`config.mk`:
```
export PLATFORM = sky130hd
export DESIGN_NAME = ov7670_stream_gen
export DESIGN_NICKNAME = d
export VERILOG_FILES = /design/src/rtl/ov7670_stream_gen.sv
export SDC_FILE = /design/constraint.sdc
export NUM_CORES = 1
export LEC_CHECK = 0
export CORE_AREA = 2 2 112 114
export CTS_BUF_LIST = sky130_fd_sc_hd__clkbuf_4 sky130_fd_sc_hd__clkbuf_8
export DETAILED_ROUTE_END_ITERATION = 6
export DIE_AREA = 0 0 114 116
export PLACE_DENSITY_LB_ADDON = 0.12
export SLEW_MARGIN = 20
export SYNTH_ARGS = -nofsm -noshare
export SYNTH_HDL_FRONTEND = slang
export SYNTH_SLANG_ARGS = --single-unit
```
`constraint.sdc`:
```
create_clock -name clk -period 12.8 [get_ports clk]
set_input_delay 2.56 -clock clk [delete_from_list [all_inputs] [get_ports clk]]
set_output_delay 2.56 -clock clk [all_outputs]
set_load 0.01 [all_outputs]
```
`src/rtl/ov7670_stream_gen.sv`:
```
// Synthetic OV7670-style RGB565 pixel source: generates vsync/href/data framing
// with selectable test patterns for exercising the camera capture path.
module ov7670_stream_gen #(
  parameter int H_ACTIVE  = 160,
  parameter int V_ACTIVE  = 120,
  parameter int H_BLANK   = 144,
  parameter int VSYNC_LEN = 3,
  parameter int V_BACK    = 17,
  parameter int V_FRONT   = 10
) (
  input  logic        clk,
  input  logic        reset,
  input  logic        enable,
  input  logic [1:0]  pattern_sel,
  input  logic [15:0] solid_rgb,
  input  logic [9:0]  box_x,
  input  logic [9:0]  box_y,
  input  logic [9:0]  box_size,
  output logic        cam_vsync,
  output logic        cam_href,
  output logic [7:0]  cam_data,
  output logic        busy,
  output logic        frame_done,
  output logic [15:0] frame_cnt
);

  localparam int LINE = 2 * H_ACTIVE + H_BLANK;
  localparam int CW   = $clog2(LINE);
  localparam int M1   = (V_ACTIVE > VSYNC_LEN) ? V_ACTIVE : VSYNC_LEN;
  localparam int M2   = (V_BACK > V_FRONT) ? V_BACK : V_FRONT;
  localparam int VMAX = (M1 > M2) ? M1 : M2;
  localparam int LW   = $clog2(VMAX + 1);

  typedef enum logic [2:0] {
    S_IDLE,
    S_VSYNC,
    S_VBACK,
    S_ACTIVE,
    S_VFRONT
  } state_t;

  state_t        state_q, state_d;
  logic [CW-1:0] cyc_q, cyc_d;
  logic [LW-1:0] row_q, row_d;
  logic [1:0]    sel_q, sel_d;
  logic [15:0]   solid_q, solid_d;
  logic [9:0]    bx_q, bx_d, by_q, by_d, bs_q, bs_d;
  logic          vsync_q, vsync_d, href_q, href_d, busy_q, busy_d, done_q, done_d;
  logic [7:0]    data_q, data_d;
  logic [15:0]   fcnt_q, fcnt_d;

  logic [LW-1:0] last_row;
  logic          last_col, phase_end, latch_cfg;
  logic [10:0]   px, py;
  logic [2:0]    bar_idx;
  logic          in_box;
  logic [15:0]   pix;

  // Position/state for the next cycle is computed first; registered outputs
  // are then derived from that next position so they line up with state_q.
  always_comb begin
    state_d   = state_q;
    cyc_d     = cyc_q;
    row_d     = row_q;
    fcnt_d    = fcnt_q;
    latch_cfg = 1'b0;

    case (state_q)
      S_VSYNC:  last_row = LW'(VSYNC_LEN - 1);
      S_VBACK:  last_row = LW'(V_BACK - 1);
      S_ACTIVE: last_row = LW'(V_ACTIVE - 1);
      S_VFRONT: last_row = LW'(V_FRONT - 1);
      default:  last_row = '0;
    endcase
    last_col  = (cyc_q == CW'(LINE - 1));
    phase_end = last_col && (row_q == last_row);

    if (state_q == S_IDLE) begin
      if (enable) begin
        state_d   = S_VSYNC;
        cyc_d     = '0;
        row_d     = '0;
        latch_cfg = 1'b1;
      end
    end else if (last_col) begin
      cyc_d = '0;
      if (phase_end) begin
        row_d = '0;
        case (state_q)
          S_VSYNC:  state_d = S_VBACK;
          S_VBACK:  state_d = S_ACTIVE;
          S_ACTIVE: state_d = S_VFRONT;
          default: begin
            fcnt_d = fcnt_q + 16'd1;
            if (enable) begin
              state_d   = S_VSYNC;
              latch_cfg = 1'b1;
            end else begin
              state_d = S_IDLE;
            end
          end
        endcase
      end else begin
        row_d = row_q + LW'(1);
      end
    end else begin
      cyc_d = cyc_q + CW'(1);
    end

    sel_d   = latch_cfg ? pattern_sel : sel_q;
    solid_d = latch_cfg ? solid_rgb   : solid_q;
    bx_d    = latch_cfg ? box_x       : bx_q;
    by_d    = latch_cfg ? box_y       : by_q;
    bs_d    = latch_cfg ? box_size    : bs_q;
  end

  always_comb begin
    px      = 11'(cyc_d >> 1);
    py      = 11'(row_d);
    bar_idx = 3'((32'(px) * 32'd8) / 32'(H_ACTIVE));
    // 11-bit compare keeps box_x+box_size from wrapping; size 0 is empty.
    in_box  = (px >= {1'b0, bx_d}) && (px < ({1'b0, bx_d} + {1'b0, bs_d})) &&
              (py >= {1'b0, by_d}) && (py < ({1'b0, by_d} + {1'b0, bs_d}));

    case (sel_d)
      2'd0: pix = solid_d;
      2'd1: begin
        case (bar_idx)
          3'd0:    pix = 16'hFFFF;
          3'd1:    pix = 16'hFFE0;
          3'd2:    pix = 16'h07FF;
          3'd3:    pix = 16'h07E0;
          3'd4:    pix = 16'hF81F;
          3'd5:    pix = 16'hF800;
          3'd6:    pix = 16'h001F;
          default: pix = 16'h0000;
        endcase
      end
      2'd2:    pix = {px[4:0], py[5:0], px[4:0]};
      default: pix = in_box ? 16'hF800 : 16'hFFFF;
    endcase

    vsync_d = (state_d == S_VSYNC);
    busy_d  = (state_d != S_IDLE);
    href_d  = (state_d == S_ACTIVE) && (cyc_d < CW'(2 * H_ACTIVE));
    done_d  = (state_d == S_VFRONT) && (cyc_d == CW'(LINE - 1)) &&
              (row_d == LW'(V_FRONT - 1));
    data_d  = '0;
    if (href_d) data_d = cyc_d[0] ? pix[7:0] : pix[15:8];
  end

  always_ff @(posedge clk) begin
    if (reset) begin
      state_q <= S_IDLE;
      cyc_q   <= '0;
      row_q   <= '0;
      sel_q   <= '0;
      solid_q <= '0;
      bx_q    <= '0;
      by_q    <= '0;
      bs_q    <= '0;
      vsync_q <= 1'b0;
      href_q  <= 1'b0;
      busy_q  <= 1'b0;
      done_q  <= 1'b0;
      data_q  <= '0;
      fcnt_q  <= '0;
    end else begin
      state_q <= state_d;
      cyc_q   <= cyc_d;
      row_q   <= row_d;
      sel_q   <= sel_d;
      solid_q <= solid_d;
      bx_q    <= bx_d;
      by_q    <= by_d;
      bs_q    <= bs_d;
      vsync_q <= vsync_d;
      href_q  <= href_d;
      busy_q  <= busy_d;
      done_q  <= done_d;
      data_q  <= data_d;
      fcnt_q  <= fcnt_d;
    end
  end

  assign cam_vsync  = vsync_q;
  assign cam_href   = href_q;
  assign cam_data   = data_q;
  assign busy       = busy_q;
  assign frame_done = done_q;
  assign frame_cnt  = fcnt_q;

endmodule

```
Word level (Yosys, flattened, before mapping) --
Index checks and enable logic that the tools add are counted.
Word-level totals: bits in registers 95, input bits 51, output and inout bits 28, logic and storage cells 89
Cells by class: add/sub/neg operators 5, divide/modulo/power cells 1, $lt $le $gt $ge 5, eq/ne operators 19, muxes and demuxes 28, bitwise operators 3, reductions and logical operators 14
Operators by type and width (count):
- case mux 16 bit (7 select lines) | 1
- case mux 16 bit (3 select lines) | 1
- divider 11 x 8 -> 32 bit (second input constant) | 1
- two-way mux 10 bit | 3
- two-way mux 7 bit | 4
- case mux 7 bit (4 select lines) | 1
- two-way mux 9 bit | 3
- adder 10 x 10 -> 11 bit | 2
- == test 9 bit (second input constant) | 2
- adder 16 x 1 -> 16 bit (second input constant) | 1
- two-way mux 16 bit | 1
- == test 3 x 2 -> 1 bit (second input constant) | 5
- == test 3 bit (second input constant) | 5
- two-way mux 3 bit | 4
- less-than comparator 7 x 11 -> 1 bit | 1
- less-than comparator 8 x 11 -> 1 bit | 1
- two-way mux 11 bit | 1
- >= comparator 7 x 10 -> 1 bit | 1
- >= comparator 8 x 10 -> 1 bit | 1
- adder 9 x 1 -> 9 bit (second input constant) | 1
- == test 3 x 1 -> 1 bit (second input constant) | 3
- less-than comparator 9 bit (second input constant) | 1
- case mux 3 bit (3 select lines) | 1
- two-way mux 8 bit | 1
- 15 further kinds | 29

Longest topological paths before layout --
Gate-level depths: netlist (run 1).
depth in word-level cells 16, gate-level depth with buffers 25, gate-level depth less buffers 23

Worst setup path after synthesis (run 1) --
No wires, ideal clock.
path type input to register, start input port enable, end register data_q[3], in the netlist cam_data[3], library setup time 0.070 ns, arrival 6.565 ns, required time 12.730 ns, slack 6.165 ns, cell stages on the path 20, path buffers 3, cell sequence clkbuf_1 -> o21ai_2 -> buf_2 -> buf_2 -> mux2i_1 -> inv_1 -> ha_1 -> nand3_1 -> o211ai_1 -> o21a_1 -> or2_2 -> ha_1 -> and4_1 -> o21ai_0 -> a2111oi_0 -> o211ai_1 -> a41o_1 -> a41oi_1 -> o32ai_1 -> a21oi_1
On the way: elaborated cells between the ends (all ways) 49, those cells by class add/sub (2); div (1); order compare (5); eq/ne (9); mux (24); bitwise (1); reduce/logical (7)
RTL lines:
- start, declared | RTL line 13 | input logic enable,
- two-way mux 1 bit * | RTL line 79, 95
- two-way mux 1 bit | RTL line 89 | case (state_q)
- two-way mux 1 bit | RTL line 87 | if (phase_end) begin
- two-way mux 1 bit | RTL line 85 | end else if (last_col) begin
- two-way mux 1 bit * | RTL line 78 | if (state_q == S_IDLE) begin
- two-way mux 10 bit * | RTL line 113 | by_d = latch_cfg ? box_y : by_q;
- net by_d[3] | RTL line 47 | logic [9:0] bx_q, bx_d, by_q, by_d, bs_q, bs_d;
- adder 10 x 10 -> 11 bit / >= comparator 7 x 10 -> 1 bit (equally long branches) | RTL line 123 | (py >= {1'b0, by_d}) && (py < ({1'b0, by_d} + {1'b0, bs_d}));
- less-than comparator 7 x 11 -> 1 bit / logical AND 1 bit (equally long branches) | RTL line 123, 122
- logical AND 1 bit * | RTL line 123
- two-way mux 11 bit * | RTL line 140 | default: pix = in_box ? 16'hF800 : 16'hFFFF;
- case mux 16 bit (3 select lines) * | RTL line 125 | case (sel_d)
- two-way mux 8 bit * | RTL line 149 | if (href_d) data_d = cyc_d[0] ? pix[7:0] : pix[15:8];
- end signal, assigned | RTL line 181 | data_q <= data_d;
- end, declared | RTL line 49 | logic [7:0] data_q, data_d;
The timed path passes the listed nets; every way through them passes the cells marked *. A chain may end at the register's enable or synchronous reset.

Final worst setup path (run 1) --
start input port enable, end register data_q[4], in the netlist cam_data[4]
The elaborated chain is that of the path after synthesis.

==> impl_metrics.json, run 1 <==
{
  "die_h_um": 116,
  "outcome": "complete, no violations",
  "slew_violations": 0,
  "cpMaxStageDelayCell": "clkdlybuf4s50_1",
  "place_ws_ps": 4890,
  "antenna_found_initial": 0,
  "grt_pass1_wl_um": 29200,
  "syn-cell-area_um2": 6470,
  "dr_total_vias": 6170,
  "drt_iter0_markers": 611,
  "ys.flop_type": "dfxtp_1",
  "r2r-start": "cyc_q[0]",
  "clock_latency_ps": 380,
  "route.detailed.drc": 0,
  "ys_seq_area_share_pct": 29.4,
  "cts_tree": "yes",
  "crit_required_ps": 13110,
  "cts_hold_buf": 0,
  "drt-total-wl_um": 18000,
  "io_pins": 79,
  "slew_headroom_pct": 36.4,
  "grt-ovfl-total": 0,
  "timing.final.crit_share_pct": 59.6,
  "layout.nets": 975,
  "path_depth": 20,
  "finalWorstSetupSlack_ps": 5170,
  "wl_per_cell_um": 17.6,
  "path_delay_family": "compound AO/OA/AOI/OAI gates",
  "synth_area_leader_cell": "dfxtp_1",
  "cts.sinks": 95,
  "dpl.hpwl_um": 13600,
  "start_util_pct": 54.3,
  "grt_max_degree": 84,
  "drv_cap": 0,
  "antenna_left": 0,
  "tightestPinTransition_ps": 954,
  "peakVddDrop_v": 0.0000738,
  "power_mw": 0.692,
  "post_drt_via_cell_ratio": 6.04,
  "dieArea_um2": 13200,
  "powerDensity_nw_per_um2": 92.4,
  "synth.most_common_cell": "nand2_1",
  "whs_ps": 465,
  "ys_types": 83,
  "hold_viol_final": 0,
  "synthArstFlopShare_pct": 0,
  "holdPathEnd": "solid_q[9]",
  "worstHoldPathType": "reg2reg",
  "tns_ps": 0,
  "cts_setup_buffers": 0,
  "grt.total_usage_pct": 28.0,
  "timing.rr.end": "cam_data[4]",
  "fp.dieW_um": 114,
  "syn_avg_cell_area_um2": 7.91,
  "drive_gt1_share_pct": 6.17,
  "worstSetupPathType": "in2reg",
  "placementRows": 40,
  "clock_path_buffers": 2,
  "cts.clk_slew.worst_paths_ps": 100,
  "synth_top_area_share_pct": 29.4,
  "crit_path_max_fanout": 38,
  "hp-start": "solid_q[9]",
  "cts_inserted_buffers": 9,
  "globalplace.congestion": 0.881,
  "grt_pass1_vias": 5942,
  "syn2layout_area_growth_pct": 15.9,
  "final_core_util_pct": 62.9,
  "syn_inst": 818,
  "period_minus_slack_ps": 7630,
  "leakage_nw": 3.21,
  "clock-root-buffer": "clkbuf_8",
  "rrSetupSlack_ps": 6160,
  "yosysWarnings": 0,
  "endpoint_kind": "flip-flop",
  "slowest_delay_ps": 920,
  "path_cells": "clkdlybuf4s50_1 > o21ai_4 > buf_4 > nand2_1 > nand2_1 > ha_1 > fa_1 > a211o_1 > a21oi_1 > o21bai_1 > xnor2_1 > ha_1 > and4_1 > o21ai_0 > a2111oi_0 > o211ai_1 > a41o_1 > a41oi_1 > o32ai_1 > a21oi_1",
  "n_fill_cell": 1067,
  "cts-htree-levels": 3,
  "rr_worst_depth": 24,
  "skew_ps": 12.1,
  "arrival_ps": 7930,
  "post_cts_resized": 0,
  "port_buffers": 78,
  "synthTopCellsByArea": "dfxtp_1 (29%), ha_1 (10%), nand2_1 (6.4%), a21oi_1 (4.9%), nor2_1 (4.7%)",
  "drt_first_pass_iters": 5,
  "rsz0062_at_grt": "no",
  "max_freq_ghz": 0.131,
  "startpoint_type": "primary input",
  "synth_edf_count": 0,
  "core_area_um2": 11900,
  "setup_violations": 0,
  "path_buf_inv": 2,
  "ys_ff_latch": 95,
  "synth_common_cells": "nand2_1 (110), dfxtp_1 (95), nor2_1 (81)",
  "synthesis.nets": 923,
  "antenna_cells": 0,
  "holdPathStages": 2
}
## metrics by stage
step                cells  area (um^2)
floorplan             818         6470
global placement     1006         7270
detailed placement   1006         7270
CTS                  1022         7490
global route         1022         7490
finish               1022         7490
## how the worst max path moves through the flow
| stage | start | to | slack [ps] |
|---|---|---|---|
| floorplan | enable | cam_data[3] | 6160 |
| global placement | enable | cam_data[3] | 5050 |
| detailed placement | enable | cam_data[3] | 4890 |
| CTS | enable | cam_data[3] | 5260 |
| global route | enable | cam_data[3] | 4790 |
| finish | enable | cam_data[4] | 5170 |
## state kept, by name, summed over array words and instances, names as in the netlist
register    count
cam_vsync       1
busy            1
sel_q           2
frame_done      1
by_q           10
bs_q           10
cam_data        8
state_q         3
cyc_q           9
row_q           7
bx_q           10
solid_q        16
cam_href        1
frame_cnt      16
## placed cells by master (no fill, tap or decap), types with 5 or more instances in the layout
| cell type | netlist | routed |
|---|---|---|
| o21a_1 | 7 | 7 |
| a31oi_1 | 6 | 6 |
| nor2_1 | 81 | 81 |
| nand3_1 | 25 | 25 |
| xnor2_1 | 16 | 16 |
| or3_1 | 8 | 8 |
| inv_1 | 41 | 41 |
| ha_1 | 52 | 52 |
| o21ai_1 | 5 | 5 |
| nand2_1 | 110 | 110 |
| o21ai_0 | 37 | 37 |
| nor3_1 | 22 | 22 |
| a21o_1 | 9 | 9 |
| and3_1 | 6 | 6 |
| nand2b_1 | 10 | 10 |
| buf_4 | 2 | 7 |
| nor2b_1 | 10 | 10 |
| o21bai_1 | 5 | 5 |
| clkbuf_8 | 0 | 9 |
| nand4_1 | 8 | 8 |
| a21oi_1 | 63 | 63 |
| clkdlybuf4s50_1 | 0 | 77 |
| mux2i_1 | 26 | 26 |
| or4_1 | 5 | 5 |
| dfxtp_1 | 95 | 95 |
| nor4_1 | 8 | 8 |
| o22ai_1 | 7 | 7 |
| a211oi_1 | 9 | 9 |
| xor2_1 | 8 | 8 |
| o211ai_1 | 5 | 5 |
## metal layers
| layer | up-vias | GRT usage, % | share of wire (%) |
|---|---|---|---|
| met2 | 159 | 49.0 | 50 |
| li1 | 3036 | - | - |
| met1 | 2955 | 35.2 | 45 |
| met4 | 0 | 8.78 | 1.7 |
| met3 | 20 | 4.76 | 3.7 |
| met5 | - | 0 | 0 |
## worst min-delay path, stage by stage, from the launching register on
cell     delay [ps]
dfxtp_1         320
nand2_1          50
a21oi_1          50
## cells by family (layout without fill, tap and decap cells)
logic type | count (synthesis) | count (layout) | synth area share, %
AND/OR/NAND/NOR | 317 | 317 | 24.3
AO/OA/AOI/OAI | 213 | 213 | 22.2
flip-flops | 95 | 95 | 29.4
buffers and inverters | 87 | 144 | 5.82
adder cells (fa/ha/maj) | 56 | 56 | 11.0
multiplexers | 26 | 26 | 4.02
XOR/XNOR | 24 | 24 | 3.25
## layout make-up
cell class,count,area [um^2],area share (%)
Sequential cell,95,1900,25.4
Clock buffer,9,124,1.65
Multi-Input combinational cell,636,4200,56.0
Inverter,43,161,2.15
Clock inverter,7,97.6,1.30
Timing Repair Buffer,85,828,11.1
Tap cell,147,184,2.45
## where the power goes
group | switching, mW | internal, mW
Combinational | 0.0901 | 0.0668
Sequential | 0.00528 | 0.306
Clock | 0.114 | 0.110
Total | 0.209 | 0.483
(Power assumes the default switching activity.)
==> run 2: changes to the inputs <==
--- a/config.mk
+++ b/config.mk
@@ -5,10 +5,10 @@
 export SDC_FILE = /design/constraint.sdc
 export NUM_CORES = 1
 export LEC_CHECK = 0
-export CORE_AREA = 2 2 112 114
+export CORE_AREA = 2 2 114 116
 export CTS_BUF_LIST = sky130_fd_sc_hd__clkbuf_4 sky130_fd_sc_hd__clkbuf_8
 export DETAILED_ROUTE_END_ITERATION = 6
-export DIE_AREA = 0 0 114 116
+export DIE_AREA = 0 0 116 118
 export PLACE_DENSITY_LB_ADDON = 0.12
 export SLEW_MARGIN = 20
 export SYNTH_ARGS = -nofsm -noshare
==> constraint.sdc (replaced) <==
create_clock -name clk -period 6.8 [get_ports clk]
set_input_delay 1.36 -clock clk [delete_from_list [all_inputs] [get_ports clk]]
set_output_delay 1.36 -clock clk [all_outputs]
set_load 0.01 [all_outputs]
==> run 2 against run 1 <==
Sequential power is 88% higher. Clock-buffer cell count is 1 higher. Global-route usage is 0.95 points lower. Non-clock buffer count is 5 higher. Largest power group unchanged. Core utilization is 2.1 points lower. Register-to-register slack worse by 5600 ps. Flip-flop and latch count stayed put. Critical path type is now reg2reg. Die area is 3.5% higher. Critical path depth is 1 higher. Design area is 0.68% higher.
==> impl_metrics.json, run 2 (same netlist as run 1, synthesis figures left out) <==
{
  "antenna_found_initial": 0,
  "tightestPinTransition_ps": 977,
  "cts_hold_buf": 0,
  "antenna_cells": 0,
  "layout.nets": 980,
  "setup_violations": 0,
  "outcome": "complete, no violations",
  "holdPathEnd": "solid_q[5]",
  "startpoint_type": "flip-flop",
  "max_freq_ghz": 0.161,
  "timing.final.crit_share_pct": 91.2,
  "cts_tree": "yes",
  "post_cts_resized": 0,
  "port_buffers": 78,
  "crit_path_max_fanout": 27,
  "globalplace.congestion": 0.959,
  "slew_headroom_pct": 34.9,
  "endpoint_kind": "flip-flop",
  "worstSetupPathType": "reg2reg",
  "multi_input_area_um2": 4200,
  "dp.cells": 1036,
  "arrival_ps": 6500,
  "cts.clk_slew.worst_paths_ps": 90,
  "cts_inserted_buffers": 9,
  "clock_path_buffers": 2,
  "peakVddDrop_v": 0.000146,
  "clock-root-buffer": "clkbuf_8",
  "io_pins": 79,
  "whs_ps": 468,
  "leakage_nw": 3.23,
  "drt_first_pass_iters": 5,
  "cts_setup_buffers": 0,
  "period_minus_slack_ps": 6200,
  "skew_ps": 7.03,
  "die_h_um": 118,
  "rrSetupSlack_ps": 600,
  "rsz0062_at_grt": "no",
  "place_ws_ps": 675,
  "fp.dieW_um": 116,
  "holdPathStages": 2,
  "dieArea_um2": 13700,
  "crit_required_ps": 7110,
  "cts-htree-levels": 3,
  "mostFrequentLayoutCells": "nand2_1 (110), dfxtp_1 (95), nor2_1 (81)",
  "timing.rr.end": "cam_data[4]",
  "rr_worst_depth": 21,
  "n_fill_cell": 1145,
  "clock_latency_ps": 380,
  "drt-total-wl_um": 18100,
  "grt_pass1_wl_um": 29300,
  "final-seq-area_um2": 1900,
  "core_area_um2": 12400,
  "powerDensity_nw_per_um2": 171,
  "drt_iter0_markers": 517,
  "drv_cap": 0,
  "grt.total_usage_pct": 27.0,
  "grt_pass1_vias": 5847,
  "wl_per_cell_um": 17.2,
  "start_util_pct": 52.1,
  "finalWorstSetupSlack_ps": 601,
  "r2r-start": "state_q[0]",
  "grt_max_degree": 84,
  "layoutNonFillerInstCount": 1050,
  "cts.sinks": 95,
  "tns_ps": 0,
  "antenna_left": 0,
  "power_mw": 1.29,
  "dr_total_vias": 6220,
  "layout_commonest_cell": "nand2_1",
  "worstHoldPathType": "reg2reg",
  "hold_viol_final": 0,
  "drive_gt1_share_pct": 6.49,
  "grt-ovfl-total": 0,
  "hp-start": "solid_q[5]",
  "syn2layout_area_growth_pct": 16.7,
  "route.detailed.drc": 0,
  "slew_violations": 0,
  "dpl.hpwl_um": 13500,
  "post_drt_via_cell_ratio": 5.92,
  "placementRows": 41
}
==> run 2: cell types whose count changed in the layout (fill, tap and decap cells not counted), sizes merged <==
cell | previous run | this run
clkinvlp | 2 | 1
clkinv | 3 | 1
buf | 8 | 13
clkbuf | 9 | 10
==> run 2: metrics by stage <==
step,instance area [um^2],util (%)
finish,7540,60.8
floorplan,6470,-
global route,7540,60.8
global placement,7340,59.1
CTS,7540,60.8
detailed placement,7340,59.1
==> run 2: area by class of cell <==
cell class | instances | share of cell area, %
Multi-Input combinational cell | 636 | 55.6
Inverter | 43 | 2.14
Tap cell | 172 | 2.85
Clock buffer | 10 | 1.74
Clock inverter | 4 | 0.962
Sequential cell | 95 | 25.2
Timing Repair Buffer | 90 | 11.5
==> run 2: report_power, final <==
part / internal [mW] / switching, mW / leakage (nW)
clock network: 0.207 / 0.204 / 0.102
logic: 0.126 / 0.169 / 2.35
registers: 0.575 / 0.00987 / 0.774
total: 0.908 / 0.383 / 3.23
==> run 2: layer usage <==
| layer | up-vias | track usage (%) | wire length (um) |
|---|---|---|---|
| li1 | 3053 | - | - |
| met2 | 187 | 42.9 | 8420 |
| met3 | 48 | 5.46 | 959 |
| met1 | 2932 | 35.9 | 8110 |
| met5 | - | 0 | 0 |
| met4 | 0 | 10.3 | 596 |
==> run 2: worst max path at each step <==
stage	end	slack, ps	start	cells after the start
2_1_floorplan	cam_data[3]	1310	cyc_q[0]	25
3_3_place_gp	cam_data[3]	900	enable	18
3_5_place_dp	cam_data[4]	670	enable	18
4_1_cts	cam_data[4]	630	state_q[0]	21
5_1_grt	cam_data[3]	130	state_q[0]	21
6_report	cam_data[4]	600	state_q[0]	21
==> run 2: worst max-delay path, stage by stage (launching register included) <==
cell and delay [ps]:
dfxtp_1 720, nand3b_1 220, o211a_1 210, nor2_2 320
nor4_4 120, o21ai_4 700, mux2i_1 370, inv_1 130
fa_1 480, a211o_1 280, a21oi_1 180, o21bai_1 100
xnor2_1 130, ha_1 290, and4_1 190, o21ai_0 90
a2111oi_0 500, o211ai_1 160, a41o_1 270, a41oi_1 320
o32ai_1 150, a21oi_1 160
==> run 3: changes to the inputs <==
--- a/config.mk
+++ b/config.mk
@@ -9,6 +9,7 @@
 export CTS_BUF_LIST = sky130_fd_sc_hd__clkbuf_4 sky130_fd_sc_hd__clkbuf_8
 export DETAILED_ROUTE_END_ITERATION = 6
 export DIE_AREA = 0 0 116 118
+export GPL_ROUTABILITY_DRIVEN = 0
 export PLACE_DENSITY_LB_ADDON = 0.12
 export SLEW_MARGIN = 20
 export SYNTH_ARGS = -nofsm -noshare
==> run 3 against run 2 <==
Global-route usage decreased by 1.3 points. Combinational power decreased by 2%. Clock-buffer cell count increased by 1. Clock power decreased by 7.3%. Clock skew increased by 6.1 ps. Critical path depth increased by 1. Cell count decreased by 0.19%.
==> impl_metrics.json, run 3 (same netlist as run 1, synthesis figures left out) <==
{
  "tightestPinTransition_ps": 976,
  "post_cts_resized": 0,
  "hp-start": "solid_q[10]",
  "outcome": "complete, no violations",
  "slew_violations": 0,
  "cts_tree": "yes",
  "hold_viol_final": 0,
  "layout_commonest_cell": "nand2_1",
  "antenna_cells": 0,
  "drive_gt1_share_pct": 6.28,
  "peakVddDrop_v": 0.000157,
  "crit_required_ps": 7110,
  "rrSetupSlack_ps": 610,
  "die_h_um": 118,
  "core_area_um2": 12400,
  "port_buffers": 78,
  "max_freq_ghz": 0.162,
  "power.clock.fraction_pct": 30.3,
  "timing.rr.end": "cam_data[3]",
  "post_drt_via_cell_ratio": 5.90,
  "io_pins": 79,
  "crit_path_max_fanout": 13,
  "cts.sinks": 95,
  "syn2layout_area_growth_pct": 16.1,
  "layoutNonFillerInstCount": 1048,
  "slew_headroom_pct": 34.9,
  "finalWorstSetupSlack_ps": 611,
  "rr_worst_depth": 22,
  "mostFrequentLayoutCells": "nand2_1 (110), dfxtp_1 (95), nor2_1 (81)",
  "grt.total_usage_pct": 25.8,
  "setup_violations": 0,
  "dieArea_um2": 13700,
  "crit_top_cell": "ha_1",
  "startpoint_type": "flip-flop",
  "placed_area_um2": 7320,
  "cts_setup_buffers": 0,
  "dp.cells": 1033,
  "cts-htree-levels": 3,
  "p_sw_mw": 0.380,
  "arrival_ps": 6500,
  "route.detailed.drc": 0,
  "drt_first_pass_iters": 5,
  "rsz0062_at_grt": "no",
  "grt-ovfl-total": 0,
  "tns_ps": 0,
  "startpoint": "cyc_q[0]",
  "cts_inserted_buffers": 9,
  "drt-total-wl_um": 17300,
  "r2r-start": "cyc_q[0]",
  "fin_area_um2": 7510,
  "antenna_left": 0,
  "worstHoldPathType": "reg2reg",
  "grt_pass1_vias": 5726,
  "wl_per_cell_um": 16.5,
  "holdPathStages": 2,
  "drt_iter0_markers": 467,
  "grt_max_degree": 84,
  "power.internal_mw": 0.876,
  "antenna_found_initial": 0,
  "place_ws_ps": 695,
  "combinationalPowerShare_pct": 23.1,
  "drv_cap": 0,
  "clock_path_buffers": 2,
  "grt_pass1_wl_um": 28300,
  "layout.nets": 977,
  "path_cells": "ha_1 > nand3_2 > nor3_4 > o21ai_2 > nor4_4 > o21a_1 > nand2_1 > nand2_1 > ha_1 > a21oi_1 > o211ai_1 > o21a_1 > or2_2 > ha_1 > and4_1 > o21ai_0 > a2111oi_0 > o211ai_1 > a41o_1 > a41oi_1 > o32ai_1 > a21oi_1",
  "skew_ps": 13.2,
  "clock_latency_ps": 380,
  "final_core_util_pct": 60.5,
  "start_util_pct": 52.1,
  "power.share.sequential_pct": 46.6,
  "timing.final.crit_share_pct": 91.0,
  "dpl.hpwl_um": 13100,
  "powerDensity_nw_per_um2": 167,
  "cts_hold_buf": 0,
  "whs_ps": 465,
  "clock-root-buffer": "clkbuf_8",
  "power_mw": 1.26,
  "switching_share_pct": 30.3,
  "placementRows": 41,
  "cpMaxStageDelayCell": "nor4_4",
  "holdPathEnd": "solid_q[10]",
  "dr_total_vias": 6184,
  "fp.dieW_um": 116,
  "leakage_nw": 3.21,
  "endpoint_kind": "flip-flop",
  "period_minus_slack_ps": 6190,
  "slowest_delay_ps": 610,
  "worstSetupPathType": "reg2reg",
  "cts.clk_slew.worst_paths_ps": 100
}
## run 3: cell count changes in the layout (fill, tap and decap cells not counted), sizes merged
cell	delta
buf	-3
bufinv	-1
clkbuf	+1
clkinv	+1
## run 3: worst max path at each step
stage                  end  slack [ps]  cells past startpoint
5_1_grt        cam_data[3]         200                     22
3_5_place_dp   cam_data[3]         690                     22
4_1_cts        cam_data[3]         650                     22
2_1_floorplan  cam_data[3]        1310                     25
3_3_place_gp   cam_data[3]         950                     18
6_report       cam_data[3]         610                     22
## run 3: layout make-up
cell class / count / area (um^2)
fillers: 1153 / 4900
clock buffers: 11 / 139
inverters: 43 / 161
repair buffers: 87 / 843
flip-flops and latches: 95 / 1900
clock inverters: 4 / 47.5
well taps: 172 / 215
multi-input cells: 636 / 4200
## run 3: worst max-delay path, delay by kind of cell (launching register included)
family	cells	cell delay, ps
adder cells (fa/ha/maj)	3	830
flip-flops	1	420
AO/OA/AOI/OAI	12	2830
AND/OR/NAND/NOR	7	2050
## run 3: layer usage
layer / vias to the layer above / GRT usage [%] / wire length [um]
li1: 3048 / - / -
met3: 37 / 5.20 / 932
met4: 0 / 8.71 / 499
met1: 2895 / 34.1 / 7690
met2: 204 / 41.7 / 8210
met5: - / 0 / 0
## run 3: power by group through the flow
stage	clock, mW	sequential (mW)	combinational [mW]
final	0.381	0.585	0.291
after CTS	0.388	0.585	0.288
after floorplan	0	0.593	0.204
after detailed placement	0	0.598	0.287
after global routing	0.406	0.587	0.325
after global placement	0	0.597	0.280
